[config.mk]
export PLATFORM = sky130hd
export DESIGN_NAME = matmul_mac_engine
export DESIGN_NICKNAME = d
export VERILOG_FILES = /design/src/rtl/matmul_pkg.sv /design/src/rtl/matmul_mac_engine_mac_unit.sv /design/src/rtl/matmul_mac_engine.sv
export SDC_FILE = /design/constraint.sdc
export NUM_CORES = 1
export LEC_CHECK = 0
export ABC_AREA = 0
export CORE_MARGIN = 3
export CORE_UTILIZATION = 40
export CTS_CLUSTER_SIZE = 30
export DETAILED_ROUTE_END_ITERATION = 8
export GPL_ROUTABILITY_DRIVEN = 1
export HOLD_SLACK_MARGIN = 0.1
export SLEW_MARGIN = 0
export SYNTH_ARGS = -nofsm -noshare
export SYNTH_HDL_FRONTEND = slang
export SYNTH_HIERARCHICAL = 1
export SYNTH_SLANG_ARGS = --single-unit
[constraint.sdc]
create_clock -name clk -period 15.32 [get_ports clk]
set_input_delay 3.83 -clock clk [delete_from_list [all_inputs] [get_ports clk]]
set_output_delay 3.83 -clock clk [all_outputs]
set_load 0.1 [all_outputs]
[src/rtl/matmul_pkg.sv]
// Shared constants and helpers for the matrix multiplier: state codes, index widths, output narrowing.
// Build option MATMUL_SAT_EN: narrow() saturates instead of wrapping.
package matmul_pkg;

  localparam int WIDE_W = 128;

  typedef logic [1:0] state_t;
  localparam state_t S_IDLE    = 2'd0;
  localparam state_t S_MAC     = 2'd1;
  localparam state_t S_PRESENT = 2'd2;
  localparam state_t S_DONE    = 2'd3;

  function automatic int idx_w(input int n);
    return (n > 1) ? $clog2(n) : 1;
  endfunction

  function automatic logic out_of_range(input logic signed [WIDE_W-1:0] v, input int w);
    logic signed [WIDE_W-1:0] one, hi, lo;
    one = WIDE_W'(1);
    hi  = (one <<< (w - 1)) - one;
    lo  = -(one <<< (w - 1));
    return (v > hi) || (v < lo);
  endfunction

  // Result carries the narrowed value sign-extended back to WIDE_W; callers keep the low w bits.
  function automatic logic signed [WIDE_W-1:0] narrow(input logic signed [WIDE_W-1:0] v, input int w);
`ifdef MATMUL_SAT_EN
    logic signed [WIDE_W-1:0] one, hi, lo;
    one = WIDE_W'(1);
    hi  = (one <<< (w - 1)) - one;
    lo  = -(one <<< (w - 1));
    if (v > hi) return hi;
    if (v < lo) return lo;
    return v;
`else
    return (v <<< (WIDE_W - w)) >>> (WIDE_W - w);
`endif
  endfunction

endpackage

[src/rtl/matmul_mac_engine_mac_unit.sv]
// Signed multiply-accumulate slice: acc_next is the accumulator plus the current full-width product.
module mac_unit
  import matmul_pkg::*;
#(
  parameter int DATA_W = 16,
  parameter int ACC_W  = 40
) (
  input  logic              clk,
  input  logic              rst,
  input  logic              clr,
  input  logic              en,
  input  logic [DATA_W-1:0] a,
  input  logic [DATA_W-1:0] b,
  output logic [ACC_W-1:0]  acc_next
);

  logic signed [ACC_W-1:0]    acc;
  logic signed [2*DATA_W-1:0] prod;

  assign prod     = $signed(a) * $signed(b);
  assign acc_next = acc + ACC_W'(prod);

  always_ff @(posedge clk or negedge rst) begin
    if (!rst) begin
      acc <= '0;
    end else if (clr) begin
      acc <= '0;
    end else if (en) begin
      acc <= acc_next;
    end
  end

endmodule

[src/rtl/matmul_mac_engine.sv]
// Fixed-point matrix multiplier Z = A x B (+ C), streaming results row-major over a stb/ack handshake.
// Build option MATMUL_SAT_EN selects saturating rather than wrapping output narrowing.
module matmul_mac_engine
  import matmul_pkg::*;
#(
  parameter int ROWS   = 4,
  parameter int INNER  = 8,
  parameter int COLS   = 4,
  parameter int DATA_W = 16,
  parameter int FRAC_W = 8,
  parameter int ACC_W  = 40,
  parameter int OUT_W  = 32,
  localparam int RI_W  = idx_w(ROWS),
  localparam int KI_W  = idx_w(INNER),
  localparam int CI_W  = idx_w(COLS)
) (
  input  logic              clk,
  input  logic              rst,
  input  logic              start,
  input  logic              accumulate,
  input  logic [DATA_W-1:0] a_in,
  input  logic [DATA_W-1:0] b_in,
  input  logic [OUT_W-1:0]  current_element,
  output logic [RI_W-1:0]   a_i,
  output logic [KI_W-1:0]   a_j,
  output logic [KI_W-1:0]   b_i,
  output logic [CI_W-1:0]   b_j,
  output logic [RI_W-1:0]   z_i,
  output logic [CI_W-1:0]   z_j,
  output logic [OUT_W-1:0]  z_out,
  output logic              z_stb,
  input  logic              z_ack,
  output logic              busy,
  output logic              done,
  output logic              ovf
);

  localparam int SUM_W = ACC_W + 1;

  state_t                  state;
  logic [RI_W-1:0]         row;
  logic [CI_W-1:0]         col;
  logic [KI_W-1:0]         k;
  logic                    acc_mode;
  logic signed [ACC_W-1:0] acc_fin;
  logic signed [SUM_W-1:0] c_term;
  logic signed [SUM_W-1:0] sum;
  logic                    start_ok, ack_ok, last_k, last_row, last_col;

  assign start_ok = start && ((state == S_IDLE) || (state == S_DONE));
  assign ack_ok   = z_ack && (state == S_PRESENT);
  assign last_k   = (k == KI_W'(INNER - 1));
  assign last_row = (row == RI_W'(ROWS - 1));
  assign last_col = (col == CI_W'(COLS - 1));

  assign a_i   = row;
  assign a_j   = k;
  assign b_i   = k;
  assign b_j   = col;
  assign z_i   = row;
  assign z_j   = col;
  assign z_stb = (state == S_PRESENT);

  mac_unit #(
    .DATA_W (DATA_W),
    .ACC_W  (ACC_W)
  ) u_mac (
    .clk      (clk),
    .rst      (rst),
    .clr      (start_ok || ack_ok),
    .en       (state == S_MAC),
    .a        (a_in),
    .b        (b_in),
    .acc_next (acc_fin)
  );

  // Scale back to the Q format with a flooring shift, then optionally add C in one extra bit of headroom.
  assign c_term = acc_mode ? SUM_W'($signed(current_element)) : SUM_W'(0);
  assign sum    = SUM_W'(acc_fin >>> FRAC_W) + c_term;

  always_ff @(posedge clk or negedge rst) begin
    if (!rst) begin
      state    <= S_IDLE;
      row      <= '0;
      col      <= '0;
      k        <= '0;
      acc_mode <= 1'b0;
      z_out    <= '0;
      ovf      <= 1'b0;
      done     <= 1'b0;
      busy     <= 1'b0;
    end else begin
      case (state)
        S_IDLE, S_DONE: begin
          if (start) begin
            state    <= S_MAC;
            row      <= '0;
            col      <= '0;
            k        <= '0;
            acc_mode <= accumulate;
            ovf      <= 1'b0;
            done     <= 1'b0;
            busy     <= 1'b1;
          end
        end
        S_MAC: begin
          if (last_k) begin
            z_out <= OUT_W'(narrow(WIDE_W'(sum), OUT_W));
            ovf   <= ovf | out_of_range(WIDE_W'(sum), OUT_W);
            state <= S_PRESENT;
          end else begin
            k <= k + KI_W'(1);
          end
        end
        S_PRESENT: begin
          if (z_ack) begin
            k <= '0;
            if (last_col) begin
              col <= '0;
              if (last_row) begin
                row   <= '0;
                state <= S_DONE;
                busy  <= 1'b0;
                done  <= 1'b1;
              end else begin
                row   <= row + RI_W'(1);
                state <= S_MAC;
              end
            end else begin
              col   <= col + CI_W'(1);
              state <= S_MAC;
            end
          end
        end
        default: state <= S_IDLE;
      endcase
    end
  end

endmodule

Word level (Yosys, flattened, before mapping)
Index checks and enable logic that the tools add are counted.

Bits in latches: 0. Memories: 0. Memory bits (read-only): 0. Memory bits (writable): 0. Register bits: 85.

Bitwise gates (word level): 1. Reductions and logical operators: 18. $add $sub $neg: 5. Mux-type cells: 33. Eq/ne operators: 12. Shift operators: 0. Multiply operators: 1. Magnitude comparators: 2. Div/mod/pow operators: 0.

Operators by type and width (number): two-way mux 40 bit (2); adder 32 x 41 -> 41 bit (1); > comparator 41 x 32 -> 1 bit (second input constant) (1); less-than comparator 41 x 32 -> 1 bit (second input constant) (1); two-way mux 41 bit (1); adder 40 x 32 -> 40 bit (1); multiplier 16 x 16 -> 32 bit (1); two-way mux 2 bit (11); AND reduction 3 bit (4); two-way mux 1 bit (9); two-way mux 3 bit (3); one-hot mux 3 bit (3 select lines) (1); equality test 2 bit (second input constant) (4); one-hot mux 2 bit (2 select lines) (2); != test 2 x 1 -> 1 bit (second input constant) (3); != test 2 bit (second input constant) (3); one-hot mux 1 bit (2 select lines) (3); one-hot mux 2 bit (3 select lines) (1); nonzero test 2 bit (3); AND reduction 5 bit (1); adder 2 x 1 -> 2 bit (second input constant) (2); AND reduction 2 bit (2); AND reduction 4 bit (1); adder 3 x 1 -> 3 bit (second input constant) (1); 7 further kinds (10).

Logic depth before layout (Yosys ltp)
Gate-level depths: netlist of the first run.

Word-level depth: 8. Gate-level depth with buffers: 33. Gate-level depth less buffers: 31.

Hierarchy
The synthesis of the first run kept the hierarchy.

Modules (own cells, without submodules): mac_unit (times used 1, cells an instance 1464, seq. area each 1001.0 um2, area an instance 13982.2 um2); matmul_mac_engine (times used 1, cells an instance 472, seq. area each 1126.1 um2, area an instance 3832.4 um2).

Least setup slack after synthesis of the first run
Ideal clock, no wire load.

Kind: in2reg. From: in a_in[5]. To: reg z_out[29]. Slack: 4.124 ns. Buffers on the path: 1. Stages on the path: 30. Required time: 15.188 ns. Setup time: 0.132 ns. Data arrival time: 11.064 ns. Path through: clkbuf_1 -> and2_1 -> fa_1 -> inv_1 -> fa_1 -> fa_1 -> fa_1 -> inv_1 -> fa_1 -> inv_1 -> fa_1 -> inv_1 -> ha_1 -> a211oi_1 -> o21bai_2 -> nor4b_2 -> o31ai_1 -> a221o_1 -> a21oi_2 -> o21ai_1 -> a21o_1 -> xnor2_1 -> ha_1 -> nand4_1 -> or3_4 -> and4_1 -> a221o_1 -> o31ai_2 -> xnor2_1 -> o21ai_1.

Word-level cells in the longest chain between the ends: 3.

Ends and longest elaborated chain: start, declared (line matmul_mac_engine.sv:21) `input logic [DATA_W-1:0] a_in,`; multiplier 16 x 16 -> 32 bit (line matmul_mac_engine_mac_unit.sv:20) `assign prod = $signed(a) * $signed(b);`; adder 40 x 32 -> 40 bit (line matmul_mac_engine_mac_unit.sv:21) `assign acc_next = acc + ACC_W'(prod);`; net acc_fin[24] (line matmul_mac_engine.sv:45) `logic signed [ACC_W-1:0] acc_fin;`; adder 32 x 41 -> 41 bit (line matmul_mac_engine.sv:79) `assign sum = SUM_W'(acc_fin >>> FRAC_W) + c_term;`; end signal, assigned (line matmul_mac_engine.sv:108) `z_out <= OUT_W'(narrow(WIDE_W'(sum), OUT_W));`; end, declared (line matmul_mac_engine.sv:30) `output logic [OUT_W-1:0] z_out,`.

The timed path passes the listed nets, and every way through them passes these cells. A chain may end at the register's enable or synchronous reset.

Worst setup path after layout of the first run
From: in b_in[6]. To: reg z_out[31].

Word-level cells in the longest chain between the ends: 3.

Ends and longest elaborated chain: start, declared (line matmul_mac_engine.sv:22) `input logic [DATA_W-1:0] b_in,`; multiplier 16 x 16 -> 32 bit (line matmul_mac_engine_mac_unit.sv:20); adder 40 x 32 -> 40 bit (line matmul_mac_engine_mac_unit.sv:21); net acc_fin[24] (line matmul_mac_engine.sv:45); adder 32 x 41 -> 41 bit (line matmul_mac_engine.sv:79).

The timed path passes the listed nets, and every way through them passes these cells.

==> results.md, run 1 <==
- Crit Path Max Fanout: 16
- Layout Skew: 0.008467 ns
- Synthesized area per cell: 9.202 um^2
- Post-synth EDFFs: 0
- Max Cap Violations: 0
- H-tree depth: 3
- RSZ-0062 raised after global routing: false
- Reg2reg path depth: 26
- WL/cell: 16.62 um
- CTS tree: yes
- Hold Crit Depth: 2
- Core Area: 43550 um^2
- Rel. slew slack: 0.2518
- Hold path startpoint: z_out[6]
- Worst-Skew Late Latency: 0.36 ns
- Global route overflow: 0
- Most common flop cell mapped by yosys: dfrtp_1
- DR iter-0 viols: 480
- Initial antenna violation count: 0
- Final worst path period need: 12.30 ns
- Area after DPL: 19440 um^2
- Outcome: finished clean
- Max clock buf depth: 2
- Sum Neg Setup Slack: 0 ns
- Period utilization: 0.8030
- Crit. End Element: register
- Worst min-delay path endpoint: z_out[6]
- Die height: 217.0 um
- Fillers: 4342
- First-pass GRT wire length: 73090 um
- GRT busiest layer: met2
- Synth-to-Final Area Change: 10.99%
- Clock slew at reported path FFs: 0.07 ns
- Routed wire length: 42930 um
- Reg-to-reg endpoint: z_out[31]
- Most frequent cell on the critical path: fa_1
- Layout Nets: 2546
- Clk root buf: clkbuf_16
- Final setup viols: 0
- GRT met3 Usage: 0.02080
- Worst r2r src: u_mac/acc[11]
- Vias per inst: 5.055
- Final Max Slew Viols: 0
- Net Count, Synth: 2490
- Routed Antenna Nets: 0
- FP Rows: 76
- Met2 Usage GRT: 0.3746
- Fin. Hold Viols: 0
- Die area: 47100 um^2
- Met1 usage: 0.2251
- Max Freq: 81.28 MHz
- Syn Std Cell Area: 17810 um^2
- R2R Setup Slk: 8.06 ns
- GRT Util Overall: 0.1924
- Final Instance Area: 19770 um^2
- Synth cell types: 69
- Least-Margin Pin Slew: 1.118 ns
- Synth Register Bits: 85
- Residual DRC: 0
- DRT Pass-1 Iters: 5
- Post-CTS sizing: 0
- Min-delay worst type: reg2reg
- Sequential cell area: 2127 um^2
- Crit path launch type: primary input
- Arrival @ worst endpoint: 12.55 ns
- Initial Util: 0.4090
- Slowest stage delay, CP: 0.73 ns
- Inserted Diodes: 0
- DP HPWL: 36120 um
- Gate count of the mapped netlist: 1936
- Vias: 13051
- Largest net degree at the start of global routing: 62
- Port buffer count: 118
- Async set-reset flop share out of synthesis: 1.000
- Hold buffer count at cts: 0
- Sequential share of the synthesized area: 0.1194
- Vias in the first global route: 14525
- Num CTS Buffers: 9
- Setup CP Type: in2reg
- Slowest cell on crit path: clkdlybuf4s50_1
- Number of I/O pins: 119
- Share of layout cells above drive strength 1: 0.02053
- Area of the multi-input gates: 13900 um^2
- Worst Path Required: 15.57 ns
- Postcts setup bufs: 0
- Warnings, synthesis: 6
- DIE WIDTH: 217.0 um
- Clk sinks: 85
- GPL Wtd Cong: 0.8658
## routing by layer
| metal | wire [um] | vias up |
|---|---|---|
| met5 | 0 | - |
| met4 | 1098 | 0 |
| met3 | 775 | 61 |
| met2 | 24040 | 158 |
| met1 | 17020 | 6683 |
| li1 | - | 6149 |
## cell type report
cell class | count | area share
multi-input cells | 1383 | 0.7032
flip-flops and latches | 85 | 0.1076
inverters | 390 | 0.07404
repair buffers | 123 | 0.06151
well taps | 585 | 0.03702
clock buffers | 9 | 0.01139
clock inverters | 7 | 0.005252
## cell usage in the layout, fill, tap and decap left out, types with 42 or more instances in the layout
cell type / instances
inv_1: 390
dfrtp_1: 85
a21oi_1: 61
clkdlybuf4s50_1: 117
nor2_1: 68
nand2_1: 200
fa_1: 330
xnor2_1: 42
ha_1: 153
and2_1: 157
o21ai_0: 71
## registers in the layout, indices dropped and copies added (netlist names)
register / flops
u_mac/acc: 40
z_out: 32
a_j: 3
a_i: 2
b_j: 2
state: 2
acc_mode: 1
busy: 1
done: 1
ovf: 1
## per-stage QoR
step | util | hold slack [ns] | std cells | worst slack [ns]
floorplan | - | 0.4656 | 1936 | 4.124
global placement | 0.4464 | 0.4674 | 2566 | 2.830
detailed placement | 0.4464 | 0.4733 | 2566 | 2.614
CTS | 0.4540 | 0.4877 | 2582 | 2.994
global route | 0.4540 | 0.5208 | 2582 | 2.446
finish | 0.4540 | 0.4830 | 2582 | 3.017
## worst max-delay path by stage
stage	startpoint	to	slack, ns
after global placement	a_in[5]	z_out[31]	2.83
after floorplan	a_in[5]	z_out[29]	4.12
after global routing	a_in[6]	z_out[31]	2.45
after CTS	a_in[5]	z_out[31]	2.99
after detailed placement	a_in[5]	z_out[31]	2.61
final	b_in[6]	z_out[31]	3.02
## cells in the mapped netlist (16+ instances only)
cell type    n  area (um^2)
ha_1       154         1927
clkbuf_1    64        240.2
nand2_1    201        754.5
nand3_1     24        120.1
a21o_1      30        225.2
dfrtp_1     85         2127
and2_1     157        982.2
nor2_1      68        255.2
fa_1       331         6626
nand4_1     16        100.1
inv_1      390         1464
xor2_1      24        210.2
o21ai_0     71        355.3
mux2i_1     29        290.3
a21oi_1     61        305.3
xnor2_1     42        367.9
## worst max-delay path: cells and delay by family
kind,cells,cell delay [ns]
xor gates and xnor gates,1,0.13
buffers and inverters,6,0.99
AOI/OAI and AO/OA,12,2.51
adders and majority gates,8,3.87
and+or+nand+nor,4,1.18
## logic make-up (layout without fill, tap and decap cells)
family	Yosys count	count (layout)	synth area share
simple gates	539	539	0.1530
compound gates	261	261	0.09636
fa+ha+maj	485	485	0.4801
xor+xnor	66	66	0.03245
flops	85	85	0.1194
mux	32	32	0.01819
buf+inv	468	529	0.1005
Power of run 1 is not shown: default switching activity piles up to over one toggle a cycle in this logic, so the estimate is an artifact.
==> inputs of run 2 (changes only) <==
==> constraint.sdc (replaced) <==
create_clock -name clk -period 12.35 [get_ports clk]
set_input_delay 3.0875 -clock clk [delete_from_list [all_inputs] [get_ports clk]]
set_output_delay 3.0875 -clock clk [all_outputs]
set_load 0.1 [all_outputs]
==> run 2 against run 1 <==
Effect of this change: sequential share of layout area barely moved; routed wire length decreased by 0.17%; sequential cell count unchanged; highest routed layer unchanged; core utilization is 0.11 points higher; worst hold slack got worse by 0.0098 ns; final area up 0.25%.
==> results.md, run 2 (same netlist as run 1, synthesis figures left out) <==
- Worst path depth: 31
- Clock slew at reported path FFs: 0.07 ns
- Largest net degree at the start of global routing: 62
- Final worst path period need: 11.42 ns
- Max Freq: 87.60 MHz
- First-pass GRT wire length: 73050 um
- Hold buffer count at cts: 0
- Worst Path Required: 12.59 ns
- Rel. slew slack: 0.2758
- Crit. End Element: register
- Crit Path Max Fanout: 16
- Max reg flops: 40
- Die area: 47100 um^2
- Worst r2r src: u_mac/acc[11]
- H-tree depth: 3
- Number of I/O pins: 119
- Core Area: 43550 um^2
- R2R Setup Slk: 5.12 ns
- Final setup viols: 0
- Max clock buf depth: 2
- Crit path launch type: primary input
- Fin. Hold Viols: 0
- Setup CP Type: in2reg
- Die height: 217.0 um
- Commonest non-fill, non-tap cell in the layout: inv_1
- Reg2reg path depth: 26
- FP Rows: 76
- RSZ-0062 raised after global routing: false
- Min-delay worst type: reg2reg
- DRT Pass-1 Iters: 5
- Hold path startpoint: z_out[5]
- DP HPWL: 36740 um
- CTS tree: yes
- Most frequent cell on the critical path: fa_1
- Commonest cells after routing, fill and taps aside: 390 x inv_1, 330 x fa_1, 200 x nand2_1
- Vias in the first global route: 14623
- Sum Neg Setup Slack: 0 ns
- Residual DRC: 0
- Reg-to-reg endpoint: z_out[31]
- Initial Util: 0.4090
- Setup crit end: z_out[31]
- GRT Util Overall: 0.1928
- Final Max Slew Viols: 0
- Max Cap Violations: 0
- Initial antenna violation count: 0
- CP delay by family, top: adder cells
- Routed wire length: 42850 um
- Slowest cell on crit path: clkdlybuf4s50_1
- DR iter-0 viols: 552
- Post-CTS sizing: 0
- DIE WIDTH: 217.0 um
- GPL Wtd Cong: 0.8691
- Share of layout cells above drive strength 1: 0.02541
- Clk root buf: clkbuf_16
- Num CTS Buffers: 9
- Port buffer count: 118
- Buf/Inv on CP: 6
- Layout Skew: 0.009629 ns
- WL/cell: 16.53 um
- Slowest stage delay, CP: 0.68 ns
- Least-Margin Pin Slew: 1.082 ns
- Period utilization: 0.9243
- Layout Nets: 2556
- Postcts setup bufs: 0
- Synth-to-Final Area Change: 11.27%
- Arrival @ worst endpoint: 11.66 ns
- Clk sinks: 85
- Inserted Diodes: 0
- Routed Antenna Nets: 0
- Global route overflow: 0
- Vias per inst: 5.073
- Outcome: finished clean
- CP Launch Point: b_in[6]
- Vias: 13150
- Most flops, register: u_mac/acc
- Worst-Skew Late Latency: 0.35 ns
-- run 2: changes by cell type in the layout (fill, tap and decap cells not counted) --
cell / delta
buf_4: +10
bufinv_16: -1
clkinv_2: +1
clkinv_4: -1
inv_6: +1
-- run 2: area by class of cell --
type,instances,area (um^2)
inverter,390,1464
fill,4299,23730
clock inverter,7,78.83
tap,585,732.0
clock buffer,9,225.2
timing repair buffer,133,1291
multi-input combinational,1383,13900
sequential,85,2127
-- run 2: worst min path at each step --
| stage | endpoint | slack (ns) | cells after the start |
|---|---|---|---|
| floorplan | u_mac/acc[28] | 0.47 | 1 |
| global placement | z_out[5] | 0.46 | 2 |
| detailed placement | z_out[5] | 0.46 | 2 |
| CTS | z_out[5] | 0.47 | 2 |
| global route | z_out[25] | 0.51 | 2 |
| finish | z_out[5] | 0.47 | 2 |
-- run 2: tightest hold or removal path: stages (launching register included) --
cell and delay, ns:
dfrtp_1 0.35, nand2_1 0.05, nand2_1 0.05
-- run 2: layer usage --
| layer | global-route usage | part of all wire |
|---|---|---|
| met1 | 0.2224 | 0.39 |
| met2 | 0.3686 | 0.55 |
| met3 | 0.02443 | 0.027 |
| met4 | 0.06132 | 0.035 |
| met5 | 0 | 0 |
-- run 2: metrics by stage --
step	hold slack, ns	area (um^2)	instances	worst slack (ns)	utilization
2_1_floorplan	0.4656	17810	1936	1.896	-
6_report	0.4733	19820	2592	0.9346	0.4552
4_1_cts	0.4746	19820	2592	0.9719	0.4552
5_1_grt	0.5056	19820	2592	0.3123	0.4552
3_3_place_gp	0.4633	19520	2576	0.7050	0.4482
3_5_place_dp	0.4594	19520	2576	0.6059	0.4482
Power of run 2 is left out for the same reason.
==> inputs of run 3 (changes only) <==
--- a/config.mk
+++ b/config.mk
@@ -6,12 +6,14 @@
 export NUM_CORES = 1
 export LEC_CHECK = 0
 export ABC_AREA = 0
+export CORE_ASPECT_RATIO = 1.4
 export CORE_MARGIN = 3
-export CORE_UTILIZATION = 40
+export CORE_UTILIZATION = 63
 export CTS_CLUSTER_SIZE = 30
 export DETAILED_ROUTE_END_ITERATION = 8
 export GPL_ROUTABILITY_DRIVEN = 1
 export HOLD_SLACK_MARGIN = 0.1
+export PLACE_DENSITY = 0.84
 export SLEW_MARGIN = 0
 export SYNTH_ARGS = -nofsm -noshare
 export SYNTH_HDL_FRONTEND = slang
==> constraint.sdc (replaced) <==
create_clock -name clk -period 12.35 [get_ports clk]
set_input_delay 3.0875 -clock clk [delete_from_list [all_inputs] [get_ports clk]]
set_output_delay 3.0875 -clock clk [all_outputs]
set_load 0.01 [all_outputs]
==> run 3 against run 2 <==
Effect of this change: first-iteration DRC count up 23%; core utilization up 25 points; critical path depth unchanged; critical endpoint unchanged; worst setup slack worse by 0.12 ns; register-to-register slack about the same; via count up 4.3%; critical path type unchanged.
==> results.md, run 3 (same netlist as run 1, synthesis figures left out) <==
- CTS tree: yes
- Sum Neg Setup Slack: 0 ns
- Slowest cell on crit path: clkdlybuf4s50_1
- DRT Pass-1 Iters: 5
- Worst-Skew Late Latency: 0.35 ns
- Hold buffer count at cts: 0
- RSZ-0062 raised after global routing: false
- H-tree depth: 3
- Max clock buf depth: 2
- Max reg flops: 40
- Min-delay worst type: reg2reg
- Clk root buf: clkbuf_16
- GPL Wtd Cong: 0.9566
- Largest net degree at the start of global routing: 62
- Period utilization: 0.9339
- FP Rows: 72
- DIE WIDTH: 148.1 um
- Clk sinks: 85
- Max Freq: 86.70 MHz
- Hold Worst Slack: 0.4831 ns
- Number of I/O pins: 119
- Commonest non-fill, non-tap cell in the layout: inv_1
- Dpl ws: 0.5871 ns
- Layout Skew: 0.005858 ns
- Port buffer count: 118
- Least-Margin Pin Slew: 1.147 ns
- Area after DPL: 19230 um^2
- Vias in the first global route: 15115
- Arrival @ worst endpoint: 11.76 ns
- Reg2reg path depth: 26
- DR iter-0 viols: 679
- Fin. Hold Viols: 0
- Routed Antenna Nets: 0
- Vias: 13718
- Layout Nets: 2554
- Die height: 205.0 um
- First-pass GRT wire length: 73620 um
- Core Area: 27750 um^2
- Initial Util: 0.6420
- Final Worst Setup Slack: 0.8158 ns
- Crit Path Max Fanout: 16
- Max Cap Violations: 0
- Post-CTS sizing: 0
- Most flops, register: u_mac/acc
- Crit path launch type: primary input
- Outcome: finished clean
- Final Max Slew Viols: 0
- Clock slew at reported path FFs: 0.06 ns
- Num CTS Buffers: 9
- Slowest stage delay, CP: 0.79 ns
- DP HPWL: 36550 um
- Share of layout cells above drive strength 1: 0.02344
- Rel. slew slack: 0.2328
- Fillers: 2068
- Setup CP Type: in2reg
- Postcts setup bufs: 0
- Vias per inst: 5.774
- Commonest cells after routing, fill and taps aside: 390 x inv_1, 331 x fa_1, 201 x nand2_1
- GRT Util Overall: 0.3040
- Most frequent cell on the critical path: fa_1
- Final setup viols: 0
- Final Instance Area: 19510 um^2
- Initial antenna violation count: 2
- Global route overflow: 0
- Worst Path Required: 12.58 ns
- WL/cell: 18.32 um
- Residual DRC: 0
- Crit. End Element: register
- Hold Crit Depth: 2
- Final worst path period need: 11.53 ns
- Synth-to-Final Area Change: 9.510%
- Die area: 30360 um^2
- Routed wire length: 43530 um
==> run 3: worst paths after layout <==
kind | slack, ns | start | to
setup / recovery | 0.82 | a_in[7] | z_out[31]
hold / removal | 0.48 | z_out[12] | z_out[12]
setup reg to reg | 5.13 | u_mac/acc[12] | z_out[31]
hold reg to reg | 0.48 | z_out[12] | z_out[12]
max in group asynchronous | 8.63 | rst | u_mac/acc[10]
min in group asynchronous | 2.68 | rst | a_j[0]
==> run 3: worst max-delay path: cells and delay by family <==
family / cells / cell delay (ns)
AOI/OAI and AO/OA: 12 / 2.47
buffers and inverters: 6 / 1.05
adders and majority gates: 8 / 3.86
xor gates and xnor gates: 1 / 0.13
and+or+nand+nor: 4 / 1.17
==> run 3: area by class of cell <==
cell class / instances / area (um^2) / share of cell area
diodes: 1 / 2.502 / 0.0001283
clock inverters: 7 / 51.30 / 0.002630
multi-input cells: 1383 / 13900 / 0.7125
flip-flops and latches: 85 / 2127 / 0.1090
inverters: 390 / 1464 / 0.07504
repair buffers: 131 / 1276 / 0.06542
well taps: 370 / 462.9 / 0.02373
clock buffers: 9 / 225.2 / 0.01154
==> run 3: per-layer routing <==
layer | track usage | vias to the layer above | wire [um] | part of all wire
li1 | - | 6169 | - | -
met5 | 0 | - | 0 | 0
met4 | 0.1601 | 0 | 2659 | 0.061
met1 | 0.3278 | 6846 | 14490 | 0.33
met3 | 0.04691 | 181 | 2305 | 0.053
met2 | 0.5687 | 522 | 24080 | 0.55
==> run 3: stage by stage <==
stage,cells,utilization
2_1_floorplan,1936,-
3_3_place_gp,2359,0.6930
3_5_place_dp,2359,0.6930
4_1_cts,2375,0.7030
5_1_grt,2375,0.7030
6_report,2376,0.7031
Power of run 3 is left out for the same reason.
